==> config.mk <==
export PLATFORM = sky130hd
export DESIGN_NAME = ecc_operand_loader
export DESIGN_NICKNAME = d
export VERILOG_FILES = /design/src/rtl/ecc_operand_loader.sv
export SDC_FILE = /design/constraint.sdc
export NUM_CORES = 1
export LEC_CHECK = 0
export CORE_AREA = 2 2 250 252
export CTS_CLUSTER_DIAMETER = 200
export DETAILED_ROUTE_END_ITERATION = 7
export DIE_AREA = 0 0 252 254
export HOLD_SLACK_MARGIN = 0.12
export SYNTH_ARGS = -nofsm -noshare
export SYNTH_HDL_FRONTEND = slang
export SYNTH_SLANG_ARGS = --single-unit
export TNS_END_PERCENT = 30
==> constraint.sdc <==
create_clock -name i_clk -period 3.65 [get_ports i_clk]
set_input_delay 0.5475 -clock i_clk [delete_from_list [all_inputs] [get_ports i_clk]]
set_output_delay 0.5475 -clock i_clk [all_outputs]
set_load 0.01 [all_outputs]
==> src/rtl/ecc_operand_loader.sv <==
// ecc_operand_loader: deserialises nibble streams into range-checked, double-buffered ECC operands
module ecc_operand_loader #(
  parameter int SIZE = 32,
  parameter int NIB = 4
) (
  input  logic            i_clk,
  input  logic            i_rst,
  input  logic            i_start,
  input  logic [NIB-1:0]  a,
  input  logic [NIB-1:0]  prime,
  input  logic [NIB-1:0]  k,
  input  logic [NIB-1:0]  Px,
  input  logic [NIB-1:0]  Py,
  input  logic            i_core_busy,
  output logic [SIZE-1:0] o_a,
  output logic [SIZE-1:0] o_prime,
  output logic [SIZE-1:0] o_k,
  output logic [SIZE-1:0] o_px,
  output logic [SIZE-1:0] o_py,
  output logic            o_valid,
  output logic            o_param_err,
  output logic            o_core_start,
  output logic            o_loading,
  output logic            o_restart
);
  localparam int NUM_NIB = SIZE / NIB;
  localparam int CW = (NUM_NIB > 2) ? $clog2(NUM_NIB) : 1;
  typedef enum logic [1:0] {IDLE, LOAD, PENDING} state_t;
  state_t state;
  logic [CW-1:0] cnt;
  logic [SIZE-1:0] sw_a, sw_p, sw_k, sw_x, sw_y;
  logic [SIZE-1:0] f_a, f_p, f_k, f_x, f_y;
  logic [SIZE-1:0] s_a, s_p, s_k, s_x, s_y;
  logic last, shift, commit, err, pend;
  assign f_a = {sw_a[SIZE-NIB-1:0], a};
  assign f_p = {sw_p[SIZE-NIB-1:0], prime};
  assign f_k = {sw_k[SIZE-NIB-1:0], k};
  assign f_x = {sw_x[SIZE-NIB-1:0], Px};
  assign f_y = {sw_y[SIZE-NIB-1:0], Py};
  assign pend = state == PENDING;
  assign last = state == LOAD && cnt == CW'(NUM_NIB - 1);
  assign shift = (state == IDLE && i_start) || state == LOAD;
  assign commit = !i_core_busy && (last || pend);
  // in PENDING the completed words already sit in the shift registers
  assign s_a = pend ? sw_a : f_a;
  assign s_p = pend ? sw_p : f_p;
  assign s_k = pend ? sw_k : f_k;
  assign s_x = pend ? sw_x : f_x;
  assign s_y = pend ? sw_y : f_y;
  assign err = !s_p[0] || s_p < SIZE'(5) || s_a >= s_p || s_x >= s_p || s_y >= s_p || s_k == '0;
  assign o_loading = state != IDLE;
  always_ff @(posedge i_clk) begin
    if (i_rst) begin
      state <= IDLE;
      cnt <= '0;
      {sw_a, sw_p, sw_k, sw_x, sw_y} <= '0;
      {o_a, o_prime, o_k, o_px, o_py} <= '0;
      {o_valid, o_param_err, o_core_start, o_restart} <= '0;
    end else begin
      if (shift) {sw_a, sw_p, sw_k, sw_x, sw_y} <= {f_a, f_p, f_k, f_x, f_y};
      if (commit) {o_a, o_prime, o_k, o_px, o_py} <= {s_a, s_p, s_k, s_x, s_y};
      o_valid <= commit;
      o_param_err <= commit && err;
      o_core_start <= commit && !err;
      o_restart <= state == LOAD && !last && i_start;
      cnt <= state == IDLE ? (i_start ? CW'(1) : '0)
           : state == LOAD ? (last ? '0 : i_start ? CW'(1) : cnt + CW'(1))
           : '0;
      state <= state == IDLE ? (i_start ? LOAD : IDLE)
             : state == LOAD ? (last ? (i_core_busy ? PENDING : IDLE) : LOAD)
             : (i_core_busy ? PENDING : IDLE);
    end
  end
endmodule

==> results of run 1 <==
[stage by stage]
stage / worst slack (ns) / power (W)
global placement: 0.0390 / 0.00433
CTS: 0.0622 / 0.00800
global route: 0.114 / 0.00819
floorplan: 0.320 / 0.00408
finish: 0.247 / 0.00793
detailed placement: -0.0306 / 0.00434
[routing by layer]
| layer | up-vias | GRT usage (%) | share of wire [%] |
|---|---|---|---|
| met4 | 4 | 5.68 | 3.1 |
| met5 | - | 0 | 0.040 |
| met2 | 489 | 28.1 | 45 |
| met1 | 7127 | 23.7 | 45 |
| li1 | 7155 | - | - |
| met3 | 95 | 3.72 | 7.1 |
[logic make-up (layout without fill, tap and decap cells)]
family                   Yosys count  count (layout)
AND/OR/NAND/NOR                  939             939
AO/OA/AOI/OAI                    414             414
flip-flops                       329             329
buffers and inverters            150             343
adder cells (fa/ha/maj)           92              92
multiplexers                      32              32
[power groups by stage]
stage / combinational, W / sequential (W) / clock [W]
after floorplan: 0.000343 / 0.00374 / 0
final: 0.000584 / 0.00368 / 0.00366
after CTS: 0.000581 / 0.00368 / 0.00374
after detailed placement: 0.000579 / 0.00376 / 0
after global routing: 0.000640 / 0.00369 / 0.00387
after global placement: 0.000573 / 0.00376 / 0
[layout make-up]
cell class	instances	share of cell area, %
multi-input combinational	1477	41.3
sequential	329	33.8
timing repair buffer	278	13.8
clock buffer	48	5.22
tap	790	5.07
clock inverter	9	0.649
inverter	8	0.154
[tightest hold or removal path, stage by stage, from the launching register on]
cell,delay [ns]
dfxtp_1,0.31
nand2_1,0.05
a21oi_1,0.05
[flip-flops by register name, indices dropped and copies added, names as in the netlist, 2 cells and up]
register	count
sw_a	32
cnt	3
state	2
o_a	32
o_prime	32
sw_y	32
o_py	32
o_k	32
sw_p	32
sw_k	32
sw_x	32
o_px	32
[repair_timing]
action                                  CTS  global route
pin swaps                                 0             0
buffers inserted                          0             6
endpoints found under the setup margin    2             2
gates resized for setup                   1             0
[path summary, 6_finish.rpt]
kind	start	depth (start not counted)	end
hold reg to reg	sw_x[31]	2	sw_x[31]
setup / recovery	state[0]	12	o_core_start
setup reg to reg	state[0]	12	o_core_start
hold / removal	sw_x[31]	2	sw_x[31]
[cells in the mapped netlist (all sizes together) (4+ instances only)]
library cell | n | area (um^2)
a311oi | 131 | 1150
ha | 92 | 1150
nor4 | 15 | 93.8
nand2 | 687 | 2580
nand4 | 12 | 75.1
nor2 | 174 | 653
mux2i | 32 | 320
nand3 | 8 | 40.0
a211oi | 37 | 283
a21oi | 195 | 976
inv | 8 | 30.0
buf | 27 | 123
clkbuf | 115 | 432
dfxtp | 329 | 6590
and4 | 4 | 35.0
nor3 | 12 | 60.1
or4 | 5 | 37.5
o21ai | 14 | 70.1
a21o | 12 | 90.1
nand4bb | 4 | 45.0
==> impl_metrics.json, run 1 <==
{
  "initial_core_util_pct": 24.8,
  "dpl.hpwl_um": 42500,
  "place_congestion": 0.950,
  "cp-end-kind": "flop",
  "skew_ns": 0.0214,
  "tritoncts": "done",
  "critPathMaxStageDelay_ns": 0.55,
  "rows": 91,
  "area_growth_syn_to_layout_pct": 28.5,
  "synth_edf_count": 0,
  "grt_pass1_vias": 13934,
  "fin_nets": 2246,
  "portBuffers": 188,
  "fp.dieW_um": 252,
  "hold_viol": 0,
  "cpMostUsedCell": "a21oi_1",
  "critical_path_arrival_ns": 3.89,
  "critPathMaxFanout": 11,
  "die_area_um2": 64000,
  "ant_nets": 0,
  "ir_drop_mv": 0.282,
  "cpMaxStageDelayCell": "mux2i_1",
  "antenna_found_initial": 2,
  "ys_ff_latch": 329,
  "final_util_pct": 31.8,
  "tightest_slew_ns": 0.916,
  "synth_xor_area_share_pct": 0,
  "syn-num-nets": 2072,
  "comb_power_share_pct": 7.4,
  "vias": 14870,
  "path_class": "flop to flop",
  "sw_frac_of_total_pct": 24.5,
  "grt_max_degree": 141,
  "drive_gt1_share_pct": 6.98,
  "cts_hold_buf": 0,
  "ys_seq_area_share_pct": 43.4,
  "fin_tns_setup_ns": 0,
  "cp.required_ns": 4.14,
  "drc": 0,
  "final_common_cell": "nand2_1",
  "rsz0062_at_grt": "false",
  "maxCapViolCount": 0,
  "grt.total_usage_pct": 17.6,
  "synth_ff_type": "dfxtp_1",
  "clockPowerShare_pct": 46.2,
  "placed_cells": 2876,
  "worstHoldPathType": "flop to flop",
  "cp_num_buf_inv": 2,
  "critPathLaunchType": "flop",
  "rrSetupSlack_ns": 0.25,
  "firstDrtPassIters": 7,
  "register_area_um2": 6590,
  "n_antenna_cell": 0,
  "initialDrtViolationCount": 1222,
  "clk_pin_slew_ns": 0.07,
  "synth_compound_area_share_pct": 18.3,
  "slew_violations": 0,
  "status": "finished, final reports clean",
  "timing.fmax_ghz": 0.294,
  "die-height_um": 254,
  "finalNonFillerCells": 2939,
  "clk_path_buf_depth": 3,
  "setup_violations": 0,
  "grt_pass1_wl_um": 86700,
  "fin_crit_ns": 3.40,
  "intPower_w": 0.00599,
  "synth_top_family_by_area": "simple AND/OR/NAND/NOR gates",
  "path_delay_family": "simple AND/OR/NAND/NOR gates",
  "multi_input_area_um2": 8050,
  "slew_headroom_pct": 37.2,
  "core_um2": 61300,
  "cellLeakagePower_nw": 7.04,
  "synth-simple-area-share_pct": 24.7,
  "drt-vias-per-instance": 5.06,
  "fin_crit_sh_pct": 93.2,
  "async_reset_ff_share_pct": 0,
  "p_seq_share_pct": 46.5,
  "synth.avg_cell_area_um2": 7.75,
  "netlist_instances": 1956,
  "placed_area_um2": 18300,
  "clock_sinks": 329,
  "worstSkewPairLatency_ns": 0.55,
  "drt_wl_total_um": 57800,
  "fin_area_um2": 19500,
  "cts_max_level": 2,
  "yosys_warnings": 0,
  "io_pins": 189,
  "wl_per_cell_um": 19.7,
  "syn_area_um2": 15200,
  "cts_buffers": 36,
  "overflow": 0,
  "synth_mux_area_share_pct": 2.11,
  "layout_common_cells": "nand2_1 (687), dfxtp_1 (329), a21oi_1 (193)",
  "worstPathCellList": "nor2b_4 > buf_12 > buf_4 > mux2i_1 > ha_1 > a21oi_1 > a21oi_1 > nor3_1 > nor2_1 > or4_1 > a211oi_2 > and4_1",
  "root_buffer": "clkbuf_16",
  "synth.distinct_cells": 52,
  "power_density_nw_per_um2": 407,
  "switching_power_w": 0.00194,
  "fin_hold_ws_ns": 0.459,
  "filler_cell_count": 6429,
  "synthAdderAreaFrac_pct": 7.59
}
No activity file was read; power rests on OpenSTA's default activity.
==> run 2: changes to the inputs <==
--- a/config.mk
+++ b/config.mk
@@ -9,6 +9,7 @@
 export CTS_CLUSTER_DIAMETER = 200
 export DETAILED_ROUTE_END_ITERATION = 7
 export DIE_AREA = 0 0 252 254
+export DONT_BUFFER_PORTS = 1
 export HOLD_SLACK_MARGIN = 0.12
 export SYNTH_ARGS = -nofsm -noshare
 export SYNTH_HDL_FRONTEND = slang
==> impl_metrics.json, run 2 (synthesis results as in run 1) <==
{
  "portBuffers": 0,
  "overflow": 0,
  "ir_drop_mv": 0.284,
  "cts_buffers": 36,
  "tritoncts": "done",
  "area_growth_syn_to_layout_pct": 17.4,
  "initialDrtViolationCount": 1167,
  "cpMaxStageDelayCell": "or4_1",
  "rsz0062_at_grt": "false",
  "placed_cells": 2682,
  "drive_gt1_share_pct": 7.14,
  "worstPathCellList": "nor2b_4 > buf_4 > mux2i_1 > buf_4 > ha_1 > a21oi_1 > a21oi_1 > nor3_1 > nor2_1 > or4_1 > a211oi_2 > and4_1",
  "drc": 0,
  "critical_path_arrival_ns": 3.88,
  "clock_sinks": 329,
  "grt_pass1_vias": 13154,
  "critPathMaxStageDelay_ns": 0.53,
  "fin_hold_ws_ns": 0.146,
  "clk_pin_slew_ns": 0.06,
  "worstHoldPathType": "input port to flop",
  "path_class": "flop to flop",
  "grt_pass1_wl_um": 84700,
  "fin_crit_sh_pct": 92.6,
  "clk_path_buf_depth": 3,
  "drt_wl_total_um": 57900,
  "layout_common_cells": "nand2_1 (687), dfxtp_1 (329), a21oi_1 (193)",
  "final_common_cell": "nand2_1",
  "hold_viol": 0,
  "critPathMaxFanout": 17,
  "timing.fmax_ghz": 0.296,
  "firstDrtPassIters": 5,
  "cp-end-kind": "flop",
  "die_area_um2": 64000,
  "critPathLaunchType": "flop",
  "grt_max_degree": 209,
  "skew_ns": 0.0205,
  "power_density_nw_per_um2": 454,
  "io_pins": 189,
  "vias": 14283,
  "final_util_pct": 29.1,
  "die-height_um": 254,
  "slew_violations": 0,
  "r2r_start": "state[0]",
  "status": "finished, final reports clean",
  "fin_nets": 2067,
  "worstSetupStartpoint": "state[0]",
  "tightest_slew_ns": 0.874,
  "drt-vias-per-instance": 5.16,
  "maxCapViolCount": 0,
  "finalNonFillerCells": 2767,
  "rrSetupSlack_ns": 0.27,
  "fp.dieW_um": 252,
  "place_congestion": 1.00,
  "antenna_found_initial": 3,
  "dpl.hpwl_um": 41300,
  "cts_max_level": 2,
  "initial_core_util_pct": 24.8,
  "min_from": "prime[2]",
  "core_um2": 61300,
  "cts_resized": 0,
  "setup_violations": 0,
  "slew_headroom_pct": 40.2,
  "rows": 91,
  "post_cts_buffers": 0,
  "worstSkewPairLatency_ns": 0.55,
  "filler_cell_count": 6550,
  "wl_per_cell_um": 20.9,
  "grt.total_usage_pct": 17.5,
  "ant_nets": 0,
  "fin_crit_ns": 3.38,
  "fin_tns_setup_ns": 0,
  "cp.required_ns": 4.15,
  "root_buffer": "clkbuf_16",
  "cellLeakagePower_nw": 6.46
}
run 2: cell count changes in the layout (fill, tap and decap cells not counted), sizes merged:
cell | previous run | this run
clkdlybuf4s50 | 187 | 0
clkbuf | 48 | 50
diode | 0 | 2
dlygate4sd3 | 0 | 20
buf | 91 | 79
bufinv | 3 | 5
clkinv | 5 | 7
clkinvlp | 1 | 0
run 2: final timing paths:
kind,end,depth (start not counted)
setup / recovery,o_core_start,12
hold / removal,sw_p[2],2
setup reg to reg,o_core_start,12
hold reg to reg,sw_x[30],2
run 2: per-layer routing:
| layer | up-vias | track usage (%) | wire length, um |
|---|---|---|---|
| li1 | 6809 | - | - |
| met1 | 6820 | 21.1 | 23400 |
| met2 | 526 | 27.4 | 25800 |
| met3 | 124 | 6.90 | 6180 |
| met4 | 4 | 7.90 | 2510 |
| met5 | - | 0 | 19 |
run 2: final cells by class:
class / instances / area (um^2) / area share [%]
clock inverter: 12 / 196 / 1.10
inverter: 8 / 30.0 / 0.169
antenna: 2 / 5.00 / 0.0281
timing repair buffer: 99 / 913 / 5.13
clock buffer: 50 / 1050 / 5.87
multi-input combinational: 1477 / 8040 / 45.2
tap: 790 / 988 / 5.55
sequential: 329 / 6590 / 37.0
run 2: timing repair:
item                                    4_1_cts  5_1_grt
hold endpoints to repair                    122        0
endpoints found under the setup margin        0        0
hold buffers                                 21        0
run 2: report_power, final:
group / leakage [nW] / internal [W] / switching (W)
Combinational: 3.19 / 0.000179 / 0.000331
Clock: 0.614 / 0.00236 / 0.00153
Sequential: 2.66 / 0.00363 / 0.0000544
run 2: through the flow:
stage | cell area, um^2 | worst slack (ns) | total power, W
after global routing | 17800 | 0.150 | 0.00835
after CTS | 17800 | 0.325 | 0.00815
after global placement | 16300 | 0.470 | 0.00421
after detailed placement | 16300 | 0.371 | 0.00422
final | 17800 | 0.268 | 0.00808
after floorplan | 15200 | 0.320 | 0.00408
run 2: critical path, delay by kind of cell, from the launching register on:
kind	cells	cell delay (ns)
and+or+nand+nor	5	1.46
adders and majority gates	1	0.25
DFF	1	0.38
buffers and inverters	2	0.53
AOI/OAI and AO/OA	3	0.41
muxes	1	0.29
==> run 3: changes to the inputs <==
--- a/config.mk
+++ b/config.mk
@@ -7,6 +7,7 @@
 export LEC_CHECK = 0
 export CORE_AREA = 2 2 250 252
 export CTS_CLUSTER_DIAMETER = 200
+export CTS_CLUSTER_SIZE = 10
 export DETAILED_ROUTE_END_ITERATION = 7
 export DIE_AREA = 0 0 252 254
 export DONT_BUFFER_PORTS = 1
==> impl_metrics.json, run 3 (synthesis results as in run 1) <==
{
  "cp.required_ns": 4.16,
  "drive_gt1_share_pct": 6.50,
  "final_common_cell": "nand2_1",
  "maxCapViolCount": 0,
  "worstPathCellList": "nor2b_4 > buf_4 > mux2i_1 > buf_4 > ha_1 > a21oi_1 > a21oi_1 > nor3_1 > nor2_1 > or4_1 > a211oi_2 > and4_1",
  "cts_max_level": 2,
  "antenna_found_initial": 2,
  "skew_ns": 0.0459,
  "worstHoldPathType": "input port to flop",
  "placed_area_um2": 16300,
  "clk_pin_slew_ns": 0.07,
  "root_buffer": "clkbuf_16",
  "tightest_slew_ns": 0.857,
  "r2r_start": "state[0]",
  "portBuffers": 0,
  "initialDrtViolationCount": 1212,
  "critPathMaxStageDelay_ns": 0.53,
  "dpl.hpwl_um": 41300,
  "wl_per_cell_um": 21.3,
  "post_cts_buffers": 0,
  "fin_tns_setup_ns": 0,
  "core_um2": 61300,
  "ant_nets": 0,
  "cp_num_buf_inv": 2,
  "grt_pass1_vias": 13089,
  "min_to": "sw_a[1]",
  "hold_viol": 0,
  "critPathLaunchType": "flop",
  "r2r_cells": 12,
  "area_growth_syn_to_layout_pct": 15.7,
  "layout_common_cells": "nand2_1 (687), dfxtp_1 (329), a21oi_1 (193)",
  "rows": 91,
  "slew_headroom_pct": 41.4,
  "cp-end-kind": "flop",
  "power_density_nw_per_um2": 432,
  "firstDrtPassIters": 7,
  "worstSkewPairLatency_ns": 0.57,
  "tritoncts": "done",
  "fin_area_um2": 17600,
  "slew_violations": 0,
  "place_congestion": 1.00,
  "finalNonFillerCells": 2744,
  "ir_drop_mv": 0.237,
  "clk_path_buf_depth": 3,
  "rsz0062_at_grt": "false",
  "status": "finished, final reports clean",
  "cts_buffers": 38,
  "die-height_um": 254,
  "cellLeakagePower_nw": 6.34,
  "path_class": "flop to flop",
  "worstSetupStartpoint": "state[0]",
  "drt_wl_total_um": 58300,
  "fin_crit_sh_pct": 92.9,
  "overflow": 0,
  "fp.dieW_um": 252,
  "critical_path_arrival_ns": 3.91,
  "rrSetupSlack_ns": 0.26,
  "die_area_um2": 64000,
  "timing.fmax_ghz": 0.295,
  "fin_crit_ns": 3.39,
  "drt-vias-per-instance": 5.21,
  "holdPathStages": 2,
  "min_from": "a[1]",
  "cpMaxStageDelayCell": "or4_1",
  "drc": 0,
  "initial_core_util_pct": 24.8,
  "grt_max_degree": 161,
  "critPathMaxFanout": 17,
  "path_delay_family": "simple AND/OR/NAND/NOR gates",
  "r2r-end": "o_core_start",
  "io_pins": 189,
  "grt_pass1_wl_um": 85400,
  "vias": 14283,
  "setup_violations": 0,
  "grt.total_usage_pct": 17.7,
  "clock_sinks": 329,
  "placed_cells": 2682,
  "fin_nets": 2068
}
==> run 3: cell count changes in the layout (fill, tap and decap cells not counted), sizes merged <==
cell,before,now
clkbuf,50,40
clkinv,7,0
inv,8,9
dlygate4sd3,20,18
buf,79,80
diode,2,1
bufinv,5,0
==> run 3: per-layer routing <==
metal  share of wire [%]  routed length (um)  global-route usage, %  up-vias
li1                    -                   -                      -     6784
met1                  41               23900                   22.0     6894
met2                  45               26300                   27.7      494
met3                  10                5820                   6.28      109
met4                 3.9                2280                   7.00        2
met5               0.017                  10                      0        -
==> run 3: area by class of cell <==
class	count	area, um^2
Inverter	8	30.0
Clock inverter	1	8.76
Timing Repair Buffer	98	913
Tap cell	790	988
Antenna cell	1	2.50
Fill cell	6560	43700
Sequential cell	329	6590
Clock buffer	40	980
Multi-Input combinational cell	1477	8040
==> run 3: report_power, final <==
part | total, W | switching (W) | internal, W
sequential | 0.00368 | 0.0000549 | 0.00363
clock | 0.00338 | 0.00149 | 0.00188
combinational | 0.000519 | 0.000339 | 0.000180
total | 0.00758 | 0.00189 | 0.00569
==> run 3: stage by stage <==
step           util (%)  hold slack, ns  worst slack (ns)  total power (W)
5_1_grt            28.6           0.145             0.149          0.00784
3_3_place_gp       26.7           0.444             0.470          0.00421
4_1_cts            28.6           0.124             0.323          0.00766
3_5_place_dp       26.7           0.447             0.371          0.00422
2_1_floorplan         -           0.425             0.320          0.00408
6_report           28.7           0.154             0.259          0.00758
==> run 3: worst reg2reg max path, delay by kind of cell, from the launching register on <==
family / cells / cell delay [ns]
simple gates: 5 / 1.46
buf+inv: 2 / 0.54
compound gates: 3 / 0.41
flops: 1 / 0.38
mux: 1 / 0.30
fa+ha+maj: 1 / 0.25
==> run 3: what timing repair did <==
item | CTS | global route
hold endpoints to repair | 129 | 0
hold buffers | 20 | 0
resized for setup | 0 | 0
==> run 3: how the worst max path moves through the flow <==
stage	end	slack, ns	cells after the start
floorplan	o_core_start	0.32	13
global placement	o_core_start	0.47	13
detailed placement	o_core_start	0.37	12
CTS	o_core_start	0.32	12
global route	o_core_start	0.15	12
finish	o_core_start	0.26	12
